[config.mk]
export PLATFORM = sky130hd
export DESIGN_NAME = id_stage_hs_flat
export DESIGN_NICKNAME = d
export VERILOG_FILES = /design/src/rtl/id_stage_hs_if.sv /design/src/rtl/id_stage_hs.sv /design/src/flat_wrapper.sv
export SDC_FILE = /design/constraint.sdc
export NUM_CORES = 2
export LEC_CHECK = 0
export ABC_CLOCK_PERIOD_IN_PS = 4900
export CORE_ASPECT_RATIO = 1.1
export CORE_MARGIN = 4
export CORE_UTILIZATION = 54
export DETAILED_ROUTE_END_ITERATION = 12
export PLACE_DENSITY = 0.77
export SLEW_MARGIN = 20
export SYNTH_ARGS = -nofsm -noshare
export SYNTH_HDL_FRONTEND = slang
export SYNTH_SLANG_ARGS = --single-unit
[constraint.sdc]
create_clock -name clk -period 4.9 [get_ports clk]
set_input_delay 0.98 -clock clk [delete_from_list [all_inputs] [get_ports clk]]
set_output_delay 0.98 -clock clk [all_outputs]
set_load 0.02 [all_outputs]
[src/rtl/id_stage_hs_if.sv]
// ============================================================================
// Module   : id_stage_hs_if
// Brief    : IF -> ID valid/ready handshake bundle.
// Revision : 1.0
// ============================================================================
`default_nettype none

interface id_stage_hs_if;
   logic        in_valid;
   logic        id_ready;
   logic [31:0] instruction;
   logic [31:0] next_i_addr;

   modport master (output in_valid, output instruction, output next_i_addr, input id_ready);
   modport slave  (input in_valid, input instruction, input next_i_addr, output id_ready);
endinterface

`default_nettype wire

[src/rtl/id_stage_hs.sv]
// ============================================================================
// Module   : id_stage_hs
// Brief    : MIPS decode stage with valid/ready handshake, forwarding and counters.
// Revision : 1.0
// ============================================================================
`default_nettype none

module id_stage_hs #(
   parameter int XLEN      = 32,
   parameter int REG_AW    = 5,
   parameter int FWD_N     = 2,
   parameter int SEL_W     = $clog2(FWD_N + 1),
   parameter int WR_BYPASS = 1,
   parameter int CNT_W     = 16
) (
   input  logic                  clk,
   input  logic                  rst,
   id_stage_hs_if.slave          hs,
   input  logic                  reg_write,
   input  logic [REG_AW-1:0]     wreg_addr,
   input  logic [XLEN-1:0]       wreg_data,
   input  logic [SEL_W-1:0]      rs_fwd_sel,
   input  logic [SEL_W-1:0]      rt_fwd_sel,
   input  logic [FWD_N*XLEN-1:0] fwd_val,
   input  logic                  hazard,
   input  logic                  flush,
   input  logic                  ex_ready,
   input  logic                  cnt_clr,
   output logic [REG_AW-1:0]     id_rs,
   output logic [REG_AW-1:0]     id_rt,
   output logic [5:0]            id_opcode,
   output logic                  id_rt_is_source,
   output logic [1:0]            if_pc_source,
   output logic [31:0]           branch_addr,
   output logic [31:0]           jump_addr,
   output logic                  ID_EX_valid,
   output logic [XLEN-1:0]       ID_EX_A,
   output logic [XLEN-1:0]       ID_EX_B,
   output logic [REG_AW-1:0]     ID_EX_rs,
   output logic [REG_AW-1:0]     ID_EX_rt,
   output logic [REG_AW-1:0]     ID_EX_rd,
   output logic [5:0]            ID_EX_opcode,
   output logic [XLEN-1:0]       ID_EX_imm,
   output logic [8:0]            ID_EX_ctrl,
   output logic [CNT_W-1:0]      stall_cnt,
   output logic [CNT_W-1:0]      bubble_cnt
);
   localparam int NREG = 2 ** REG_AW;

   logic [XLEN-1:0]   r_regs [NREG];
   logic [31:0]       w_instr;
   logic [REG_AW-1:0] w_rs, w_rt, w_rd;
   logic [XLEN-1:0]   w_rs_rf, w_rt_rf, w_a, w_b, w_imm;
   logic              w_branch_eq, w_load, w_id_ready, w_enter_valid;
   logic [1:0]        w_pc_src, w_alu_op;
   logic              w_rt_src, w_imm_cmd, w_alu_src_b, w_dst_sel;
   logic              w_mem_rd, w_mem_wr, w_mem_to_reg, w_reg_wr;
   logic [8:0]        w_ctrl;

   logic              r_valid;
   logic [XLEN-1:0]   r_a, r_b, r_imm;
   logic [REG_AW-1:0] r_rs, r_rt, r_rd;
   logic [5:0]        r_opcode;
   logic [8:0]        r_ctrl;
   logic [CNT_W-1:0]  r_stall_cnt, r_bubble_cnt;

   assign w_instr = hs.instruction;
   assign w_rs    = w_instr[21 +: REG_AW];
   assign w_rt    = w_instr[16 +: REG_AW];
   assign w_rd    = w_instr[11 +: REG_AW];
   assign w_imm   = {{(XLEN-16){w_instr[15]}}, w_instr[15:0]};

   always_ff @(posedge clk) begin
      if (rst) begin
         for (int i = 0; i < NREG; i++) r_regs[i] <= '0;
      end else if (reg_write && wreg_addr != '0) begin
         r_regs[wreg_addr] <= wreg_data;
      end
   end

   generate
      if (WR_BYPASS != 0) begin : g_bypass
         assign w_rs_rf = (w_rs == '0) ? '0 :
                          (reg_write && wreg_addr == w_rs) ? wreg_data : r_regs[w_rs];
         assign w_rt_rf = (w_rt == '0) ? '0 :
                          (reg_write && wreg_addr == w_rt) ? wreg_data : r_regs[w_rt];
      end else begin : g_no_bypass
         assign w_rs_rf = (w_rs == '0) ? '0 : r_regs[w_rs];
         assign w_rt_rf = (w_rt == '0) ? '0 : r_regs[w_rt];
      end
   endgenerate

   // Select values above FWD_N fall through to zero.
   always_comb begin
      w_a = '0;
      w_b = '0;
      if (rs_fwd_sel == '0) w_a = w_rs_rf;
      if (rt_fwd_sel == '0) w_b = w_rt_rf;
      for (int k = 1; k <= FWD_N; k++) begin
         if (rs_fwd_sel == SEL_W'(k)) w_a = fwd_val[(k-1)*XLEN +: XLEN];
         if (rt_fwd_sel == SEL_W'(k)) w_b = fwd_val[(k-1)*XLEN +: XLEN];
      end
   end

   assign w_branch_eq = (w_a == w_b);

   control u_control (
      .opcode          (w_instr[31:26]),
      .branch_eq       (w_branch_eq),
      .if_pc_source    (w_pc_src),
      .id_rt_is_source (w_rt_src),
      .ex_imm_command  (w_imm_cmd),
      .ex_alu_src_b    (w_alu_src_b),
      .ex_dst_reg_sel  (w_dst_sel),
      .ex_alu_op       (w_alu_op),
      .mem_read        (w_mem_rd),
      .mem_write       (w_mem_wr),
      .wb_mem_to_reg   (w_mem_to_reg),
      .wb_reg_write    (w_reg_wr)
   );

   assign w_ctrl = {w_reg_wr, w_mem_to_reg, w_mem_rd, w_mem_wr,
                    w_imm_cmd, w_alu_src_b, w_dst_sel, w_alu_op};

   assign w_load        = !r_valid || ex_ready;
   assign w_id_ready    = w_load && hs.in_valid && !hazard;
   assign w_enter_valid = hs.in_valid && !hazard && !flush;

   always_ff @(posedge clk) begin
      if (rst) begin
         r_valid  <= 1'b0;
         r_a      <= '0;
         r_b      <= '0;
         r_rs     <= '0;
         r_rt     <= '0;
         r_rd     <= '0;
         r_opcode <= '0;
         r_imm    <= '0;
         r_ctrl   <= '0;
      end else if (w_load) begin
         r_valid  <= w_enter_valid;
         r_a      <= w_a;
         r_b      <= w_b;
         r_rs     <= w_rs;
         r_rt     <= w_rt;
         r_rd     <= w_rd;
         r_opcode <= w_instr[31:26];
         r_imm    <= w_imm;
         // A null instruction or any bubble carries no side effects downstream.
         r_ctrl   <= (w_enter_valid && w_instr != 32'h0) ? w_ctrl : 9'h0;
      end
   end

   always_ff @(posedge clk) begin
      if (rst || cnt_clr) begin
         r_stall_cnt  <= '0;
         r_bubble_cnt <= '0;
      end else begin
         if (hs.in_valid && !w_id_ready && r_stall_cnt != '1)
            r_stall_cnt <= r_stall_cnt + 1'b1;
         if (w_load && hs.in_valid && hazard && r_bubble_cnt != '1)
            r_bubble_cnt <= r_bubble_cnt + 1'b1;
      end
   end

   assign hs.id_ready       = w_id_ready;
   assign id_rs             = w_rs;
   assign id_rt             = w_rt;
   assign id_opcode         = w_instr[31:26];
   assign id_rt_is_source   = w_rt_src;
   assign if_pc_source      = w_enter_valid && w_load ? w_pc_src : 2'b00;
   assign branch_addr       = hs.next_i_addr + {{14{w_instr[15]}}, w_instr[15:0], 2'b00};
   assign jump_addr         = {hs.next_i_addr[31:28], w_instr[25:0], 2'b00};
   assign ID_EX_valid       = r_valid;
   assign ID_EX_A           = r_a;
   assign ID_EX_B           = r_b;
   assign ID_EX_rs          = r_rs;
   assign ID_EX_rt          = r_rt;
   assign ID_EX_rd          = r_rd;
   assign ID_EX_opcode      = r_opcode;
   assign ID_EX_imm         = r_imm;
   assign ID_EX_ctrl        = r_ctrl;
   assign stall_cnt         = r_stall_cnt;
   assign bubble_cnt        = r_bubble_cnt;
endmodule

// ============================================================================
// Module   : control
// Brief    : MIPS opcode decoder producing pipeline control signals.
// Revision : 1.0
// ============================================================================
module control (
   input  logic [5:0] opcode,
   input  logic       branch_eq,
   output logic [1:0] if_pc_source,
   output logic       id_rt_is_source,
   output logic       ex_imm_command,
   output logic       ex_alu_src_b,
   output logic       ex_dst_reg_sel,
   output logic [1:0] ex_alu_op,
   output logic       mem_read,
   output logic       mem_write,
   output logic       wb_mem_to_reg,
   output logic       wb_reg_write
);
   localparam logic [5:0] c_op_rtype = 6'h00;
   localparam logic [5:0] c_op_j     = 6'h02;
   localparam logic [5:0] c_op_beq   = 6'h04;
   localparam logic [5:0] c_op_bne   = 6'h05;
   localparam logic [5:0] c_op_addi  = 6'h08;
   localparam logic [5:0] c_op_lw    = 6'h23;
   localparam logic [5:0] c_op_sw    = 6'h2B;

   always_comb begin
      if_pc_source    = 2'b00;
      id_rt_is_source = 1'b0;
      ex_imm_command  = 1'b0;
      ex_alu_src_b    = 1'b0;
      ex_dst_reg_sel  = 1'b0;
      ex_alu_op       = 2'b00;
      mem_read        = 1'b0;
      mem_write       = 1'b0;
      wb_mem_to_reg   = 1'b0;
      wb_reg_write    = 1'b0;
      case (opcode)
         c_op_rtype: begin
            id_rt_is_source = 1'b1;
            ex_dst_reg_sel  = 1'b1;
            ex_alu_op       = 2'b10;
            wb_reg_write    = 1'b1;
         end
         c_op_j:    if_pc_source = 2'b10;
         c_op_beq: begin
            id_rt_is_source = 1'b1;
            ex_alu_op       = 2'b01;
            if_pc_source    = branch_eq ? 2'b01 : 2'b00;
         end
         c_op_bne: begin
            id_rt_is_source = 1'b1;
            ex_alu_op       = 2'b01;
            if_pc_source    = branch_eq ? 2'b00 : 2'b01;
         end
         c_op_addi: begin
            ex_imm_command = 1'b1;
            ex_alu_src_b   = 1'b1;
            wb_reg_write   = 1'b1;
         end
         c_op_lw: begin
            ex_alu_src_b  = 1'b1;
            mem_read      = 1'b1;
            wb_mem_to_reg = 1'b1;
            wb_reg_write  = 1'b1;
         end
         c_op_sw: begin
            id_rt_is_source = 1'b1;
            ex_alu_src_b    = 1'b1;
            mem_write       = 1'b1;
         end
         default: ;
      endcase
   end
endmodule

`default_nettype wire

[src/flat_wrapper.sv]
// flat-port wrapper written by rule: the top's interface ports become plain ports
module id_stage_hs_flat 
#(
   parameter int XLEN      = 32,
   parameter int REG_AW    = 5,
   parameter int FWD_N     = 2,
   parameter int SEL_W     = $clog2(FWD_N + 1),
   parameter int WR_BYPASS = 1,
   parameter int CNT_W     = 16
)
  (clk, rst, reg_write, wreg_addr, wreg_data, rs_fwd_sel, rt_fwd_sel, fwd_val, hazard, flush, ex_ready, cnt_clr, id_rs, id_rt, id_opcode, id_rt_is_source, if_pc_source, branch_addr, jump_addr, ID_EX_valid, ID_EX_A, ID_EX_B, ID_EX_rs, ID_EX_rt, ID_EX_rd, ID_EX_opcode, ID_EX_imm, ID_EX_ctrl, stall_cnt, bubble_cnt, hs_in_valid, hs_instruction, hs_next_i_addr, hs_id_ready);
  id_stage_hs_if hs_i ();
  input  logic clk;
  input  logic rst;
  input  logic reg_write;
  input  logic [REG_AW-1:0] wreg_addr;
  input  logic [XLEN-1:0] wreg_data;
  input  logic [SEL_W-1:0] rs_fwd_sel;
  input  logic [SEL_W-1:0] rt_fwd_sel;
  input  logic [FWD_N*XLEN-1:0] fwd_val;
  input  logic hazard;
  input  logic flush;
  input  logic ex_ready;
  input  logic cnt_clr;
  output logic [REG_AW-1:0] id_rs;
  output logic [REG_AW-1:0] id_rt;
  output logic [5:0] id_opcode;
  output logic id_rt_is_source;
  output logic [1:0] if_pc_source;
  output logic [31:0] branch_addr;
  output logic [31:0] jump_addr;
  output logic ID_EX_valid;
  output logic [XLEN-1:0] ID_EX_A;
  output logic [XLEN-1:0] ID_EX_B;
  output logic [REG_AW-1:0] ID_EX_rs;
  output logic [REG_AW-1:0] ID_EX_rt;
  output logic [REG_AW-1:0] ID_EX_rd;
  output logic [5:0] ID_EX_opcode;
  output logic [XLEN-1:0] ID_EX_imm;
  output logic [8:0] ID_EX_ctrl;
  output logic [CNT_W-1:0] stall_cnt;
  output logic [CNT_W-1:0] bubble_cnt;
  input wire logic [$bits(hs_i.in_valid)-1:0] hs_in_valid;
  input wire logic [$bits(hs_i.instruction)-1:0] hs_instruction;
  input wire logic [$bits(hs_i.next_i_addr)-1:0] hs_next_i_addr;
  output wire logic [$bits(hs_i.id_ready)-1:0] hs_id_ready;
  assign hs_i.in_valid = hs_in_valid;
  assign hs_i.instruction = hs_instruction;
  assign hs_i.next_i_addr = hs_next_i_addr;
  assign hs_id_ready = hs_i.id_ready;
  id_stage_hs #(.XLEN(XLEN), .REG_AW(REG_AW), .FWD_N(FWD_N), .SEL_W(SEL_W), .WR_BYPASS(WR_BYPASS), .CNT_W(CNT_W)) u_core (.clk(clk), .rst(rst), .hs(hs_i), .reg_write(reg_write), .wreg_addr(wreg_addr), .wreg_data(wreg_data), .rs_fwd_sel(rs_fwd_sel), .rt_fwd_sel(rt_fwd_sel), .fwd_val(fwd_val), .hazard(hazard), .flush(flush), .ex_ready(ex_ready), .cnt_clr(cnt_clr), .id_rs(id_rs), .id_rt(id_rt), .id_opcode(id_opcode), .id_rt_is_source(id_rt_is_source), .if_pc_source(if_pc_source), .branch_addr(branch_addr), .jump_addr(jump_addr), .ID_EX_valid(ID_EX_valid), .ID_EX_A(ID_EX_A), .ID_EX_B(ID_EX_B), .ID_EX_rs(ID_EX_rs), .ID_EX_rt(ID_EX_rt), .ID_EX_rd(ID_EX_rd), .ID_EX_opcode(ID_EX_opcode), .ID_EX_imm(ID_EX_imm), .ID_EX_ctrl(ID_EX_ctrl), .stall_cnt(stall_cnt), .bubble_cnt(bubble_cnt));
endmodule
==> results.py <==
metrics = {
    "global_route": {
        "grt_pass1_wl_um": 352700,
        "grt_pass1_vias": 47420,
        "grt-ovfl-total": 0,
        "grtUsageTotal_pct": 41.17,
        "grt_max_degree": 104,
        "antenna_found_initial": 20,
    },
    "timing": {
        "final.min_clock_period_ns": 5.733,
        "hold_viol": 0,
        "slew_viol_final": 0,
        "fin_ws_ns": -0.8326,
        "grt_setup_unrepaired": "true",
        "tightest_slew_ns": 1.093,
        "slew_headroom_pct": 26.87,
        "timing.setup.tns_ns": -0.8326,
        "hold_ws_ns": 0.4506,
        "setup_viol": 1,
        "skew_ns": 0.04701,
        "fmax_mhz": 174.4,
        "min_period_over_period_pct": 117.0,
    },
    "place": {
        "gp_congestion": 1.047,
        "placed_cells": 6775,
        "port_buffers": 413,
        "place_hpwl_um": 183800,
        "placed_cell_area_mm2": 0.07386,
    },
    "detailed_routing": {
        "wl_met3_um": 40470,
        "vias_per_cell": 6.890,
        "top_layer": "met5",
        "drtIter0Drc": 8175,
        "antenna_left": 0,
        "vias": 48690,
        "avgRoutedWirePerCell_um": 36.12,
        "first_pass_iters": 8,
        "wl_met2_um": 113900,
        "wl_met1_um": 79540,
        "wl_um": 255300,
        "drc": 0,
    },
    "clock_network": {
        "cts_max_path_buffers": 3,
        "cts_root_buf": "clkbuf_16",
        "htreeDepth": 3,
        "clkLatencyLatePin_ns": 0.76,
        "clkSlewWorstSetupHoldPaths_ns": 0.06,
        "cts_tree": "yes",
        "cts_buffers": 115,
        "clock_sinks": 1160,
    },
    "power_and_ir_drop": {
        "pwr-share-seq_pct": 45.8,
        "combPwrFrac_pct": 18.8,
        "p_total_mw": 25.31,
        "p_leak_nw": 28.80,
        "vdd_drop_max_v": 0.0002965,
        "p_int_mw": 18.37,
        "switching_power_mw": 6.932,
        "powerDensity_mw_per_mm2": 319.4,
        "swShare_pct": 27.39,
        "clkPwrFrac_pct": 35.4,
    },
    "cells_and_area": {
        "nNetsFinal": 5646,
        "drive_gt1_share_pct": 32.09,
        "fin_cells": 7067,
        "final_cell_area_mm2": 0.07922,
        "synthToLayoutAreaGrowth_pct": 26.52,
    },
    "yosys": {
        "synthDominantCellAreaShare_pct": 49.11,
        "synth_edf_count": 1024,
        "async_reset_ff_share_pct": 0,
        "synth.area.top_cells": "edfxtp_1 49%, mux4_2 19%, and2_1 9.7%",
        "syn_area_per_cell_um2": 13.76,
        "ys_warn_count": 0,
        "yosysSeqAreaShare_pct": 53.45,
        "syn_area_mm2": 0.06262,
        "synthCells": 4552,
        "ys_ff_latch": 1160,
        "synth_top_area_cell": "edfxtp_1",
        "ys.flop_type": "edfxtp_1",
        "ys_types": 74,
    },
    "setup_path": {
        "cp-end-kind": "output port",
        "path_cells": "clkdlybuf4s50_1, buf_12, nor2_1, o41ai_4, buf_4, o21bai_4, buf_4, nor3_2, a21boi_2, xnor2_2, nor4_2, buf_4, nand4_1, or4_4, a21oi_4, buf_6",
        "critPathLaunchType": "input pin",
        "r2r_cells": 10,
        "r2r-end": "u_core.ID_EX_A[7]",
        "path_class": "in2out",
        "arrival_ns": 4.75,
        "max_stage_delay_ns": 0.51,
        "cp_slowest_cell": "or4_4",
        "cp_data_required_time_ns": 3.92,
        "crit_top_cell": "buf_4",
        "reg2reg_slack_ns": 1.92,
        "critical_path.top_delay_family": "simple AND/OR/NAND/NOR gates",
        "critPathBufInv": 6,
        "cp_max_fo": 5,
        "reg2reg_from": "u_core.r_regs[27][7]",
    },
    "floorplanning": {
        "die_y_um": 365.2,
        "pin_count": 420,
        "coreArea_mm2": 0.1147,
        "initial_core_util_pct": 54.61,
        "rows": 130,
        "die_x_um": 332.7,
        "die_area_mm2": 0.1215,
    },
    "hold_path": {
        "holdPathEnd": "u_core.ID_EX_imm[6]",
        "min-delay-start": "u_core.ID_EX_imm[6]",
        "min_delay_path_depth": 2,
        "min_path_type": "reg2reg",
    },
    "run_status": {
        "status": "finished with violations",
        "violations": "negative setup slack",
    },
    "flow_run": {
        "cap_violations": 0,
    },
}
-- metrics by stage --
step	worst slack [ns]	utilization [%]
finish	-0.8326	69.09
global route	-0.8403	69.07
CTS	-0.8683	68.18
detailed placement	-1.333	64.41
global placement	-1.426	64.40
floorplan	-0.1270	-
-- power by group through the flow --
stage / sequential [mW] / combinational (mW) / clock [mW]
finish: 11.6 / 4.75 / 8.96
global route: 11.6 / 4.82 / 9.38
CTS: 11.6 / 4.45 / 8.94
detailed placement: 11.8 / 4.36 / 0
global placement: 11.7 / 4.33 / 0
floorplan: 11.8 / 2.08 / 0
-- cell families after synthesis --
family	synth area share, %
buf+inv	3.936
mux	19.99
compound gates	6.226
xor+xnor	1.273
flops	53.45
fa+ha+maj	0.6514
other cells	0.005989
simple gates	14.46
-- state kept, by name, indices dropped and copies added, names as in the netlist --
signal	count
u_core.ID_EX_A	32
u_core.ID_EX_B	32
u_core.ID_EX_ctrl	7
u_core.ID_EX_imm	12
u_core.ID_EX_opcode	6
u_core.ID_EX_rd	4
u_core.ID_EX_rs	5
u_core.ID_EX_rt	5
u_core.ID_EX_valid	1
u_core.bubble_cnt	16
u_core.r_regs	1024
u_core.stall_cnt	16
-- tightest hold or removal path: stages (launching register included) --
cell,delay (ns)
dfxtp_1,0.31
nand2_1,0.05
a21oi_1,0.05
-- per-layer routing --
metal  track usage, %  vias up
met1            48.67    24000
met4            27.24       14
met3            16.21     1042
met2            62.91     4487
met5                0        -
li1                 -    19150
-- worst max path at each step --
stage	from	end	slack, ns	depth (start not counted)
2_1_floorplan	hs_instruction[16]	if_pc_source[0]	-0.13	12
3_3_place_gp	hs_instruction[24]	if_pc_source[0]	-1.43	15
3_5_place_dp	hs_instruction[24]	if_pc_source[0]	-1.33	17
4_1_cts	hs_instruction[16]	if_pc_source[0]	-0.87	15
5_1_grt	hs_instruction[21]	if_pc_source[0]	-0.84	13
6_report	rs_fwd_sel[1]	if_pc_source[0]	-0.83	16
-- cell usage after synthesis (all sizes together), types with 31 or more instances --
cell type and count:
a21oi 75, nand2 171, clkbuf 337, nor2 181
edfxtp 1024, and2 970, buf 179, a22o 39
xnor2 49, nand3 37, xor2 42, nor2b 33
a211oi 65, dfxtp 136, o21ai 68, a22oi 95
ha 31, nor3 89, nand4 38, mux2i 61
mux4 523, o22ai 33
-- area by class of cell --
class / instances / area, um^2
Clock inverter: 67 / 625.6
Fill cell: 7607 / 35450
Tap cell: 1518 / 1899
Inverter: 16 / 60.06
Clock buffer: 148 / 3138
Antenna cell: 14 / 35.03
Timing Repair Buffer: 1251 / 11830
Multi-Input combinational cell: 2893 / 28160
Sequential cell: 1160 / 33470
-- timing repair --
| item | in CTS | in global routing |
|---|---|---|
| hold buffers | 0 | 0 |
| gates cloned | 2 | 4 |
| buffers inserted | 16 | 43 |
| pin swaps | 23 | 54 |
| gates resized for setup | 150 | 135 |
| endpoints found under the setup margin | 21 | 16 |
-- placed cells by master, fill, tap and decap left out, types with 15 or more instances in the layout --
cell type	n
a22oi_2	15
nand4_1	38
a222oi_1	29
nor2_1	148
a21o_1	17
a22o_1	38
o21ai_4	31
a221oi_2	18
buf_6	21
o21ai_0	25
mux2i_1	56
edfxtp_1	1024
clkdlybuf4s50_1	365
a21oi_1	68
xnor2_1	46
mux4_2	519
clkinv_1	21
xor2_1	37
nand2_1	169
nor3_1	81
buf_4	724
a211oi_1	59
nor2b_1	25
ha_1	26
buf_12	90
dfxtp_1	136
clkbuf_1	25
conb_1	34
clkbuf_16	124
and2_1	969
nand3_1	37
clkinv_2	18
nor2_2	32
a22oi_1	80
o22ai_1	24
No activity file was read; power rests on OpenSTA's default activity.
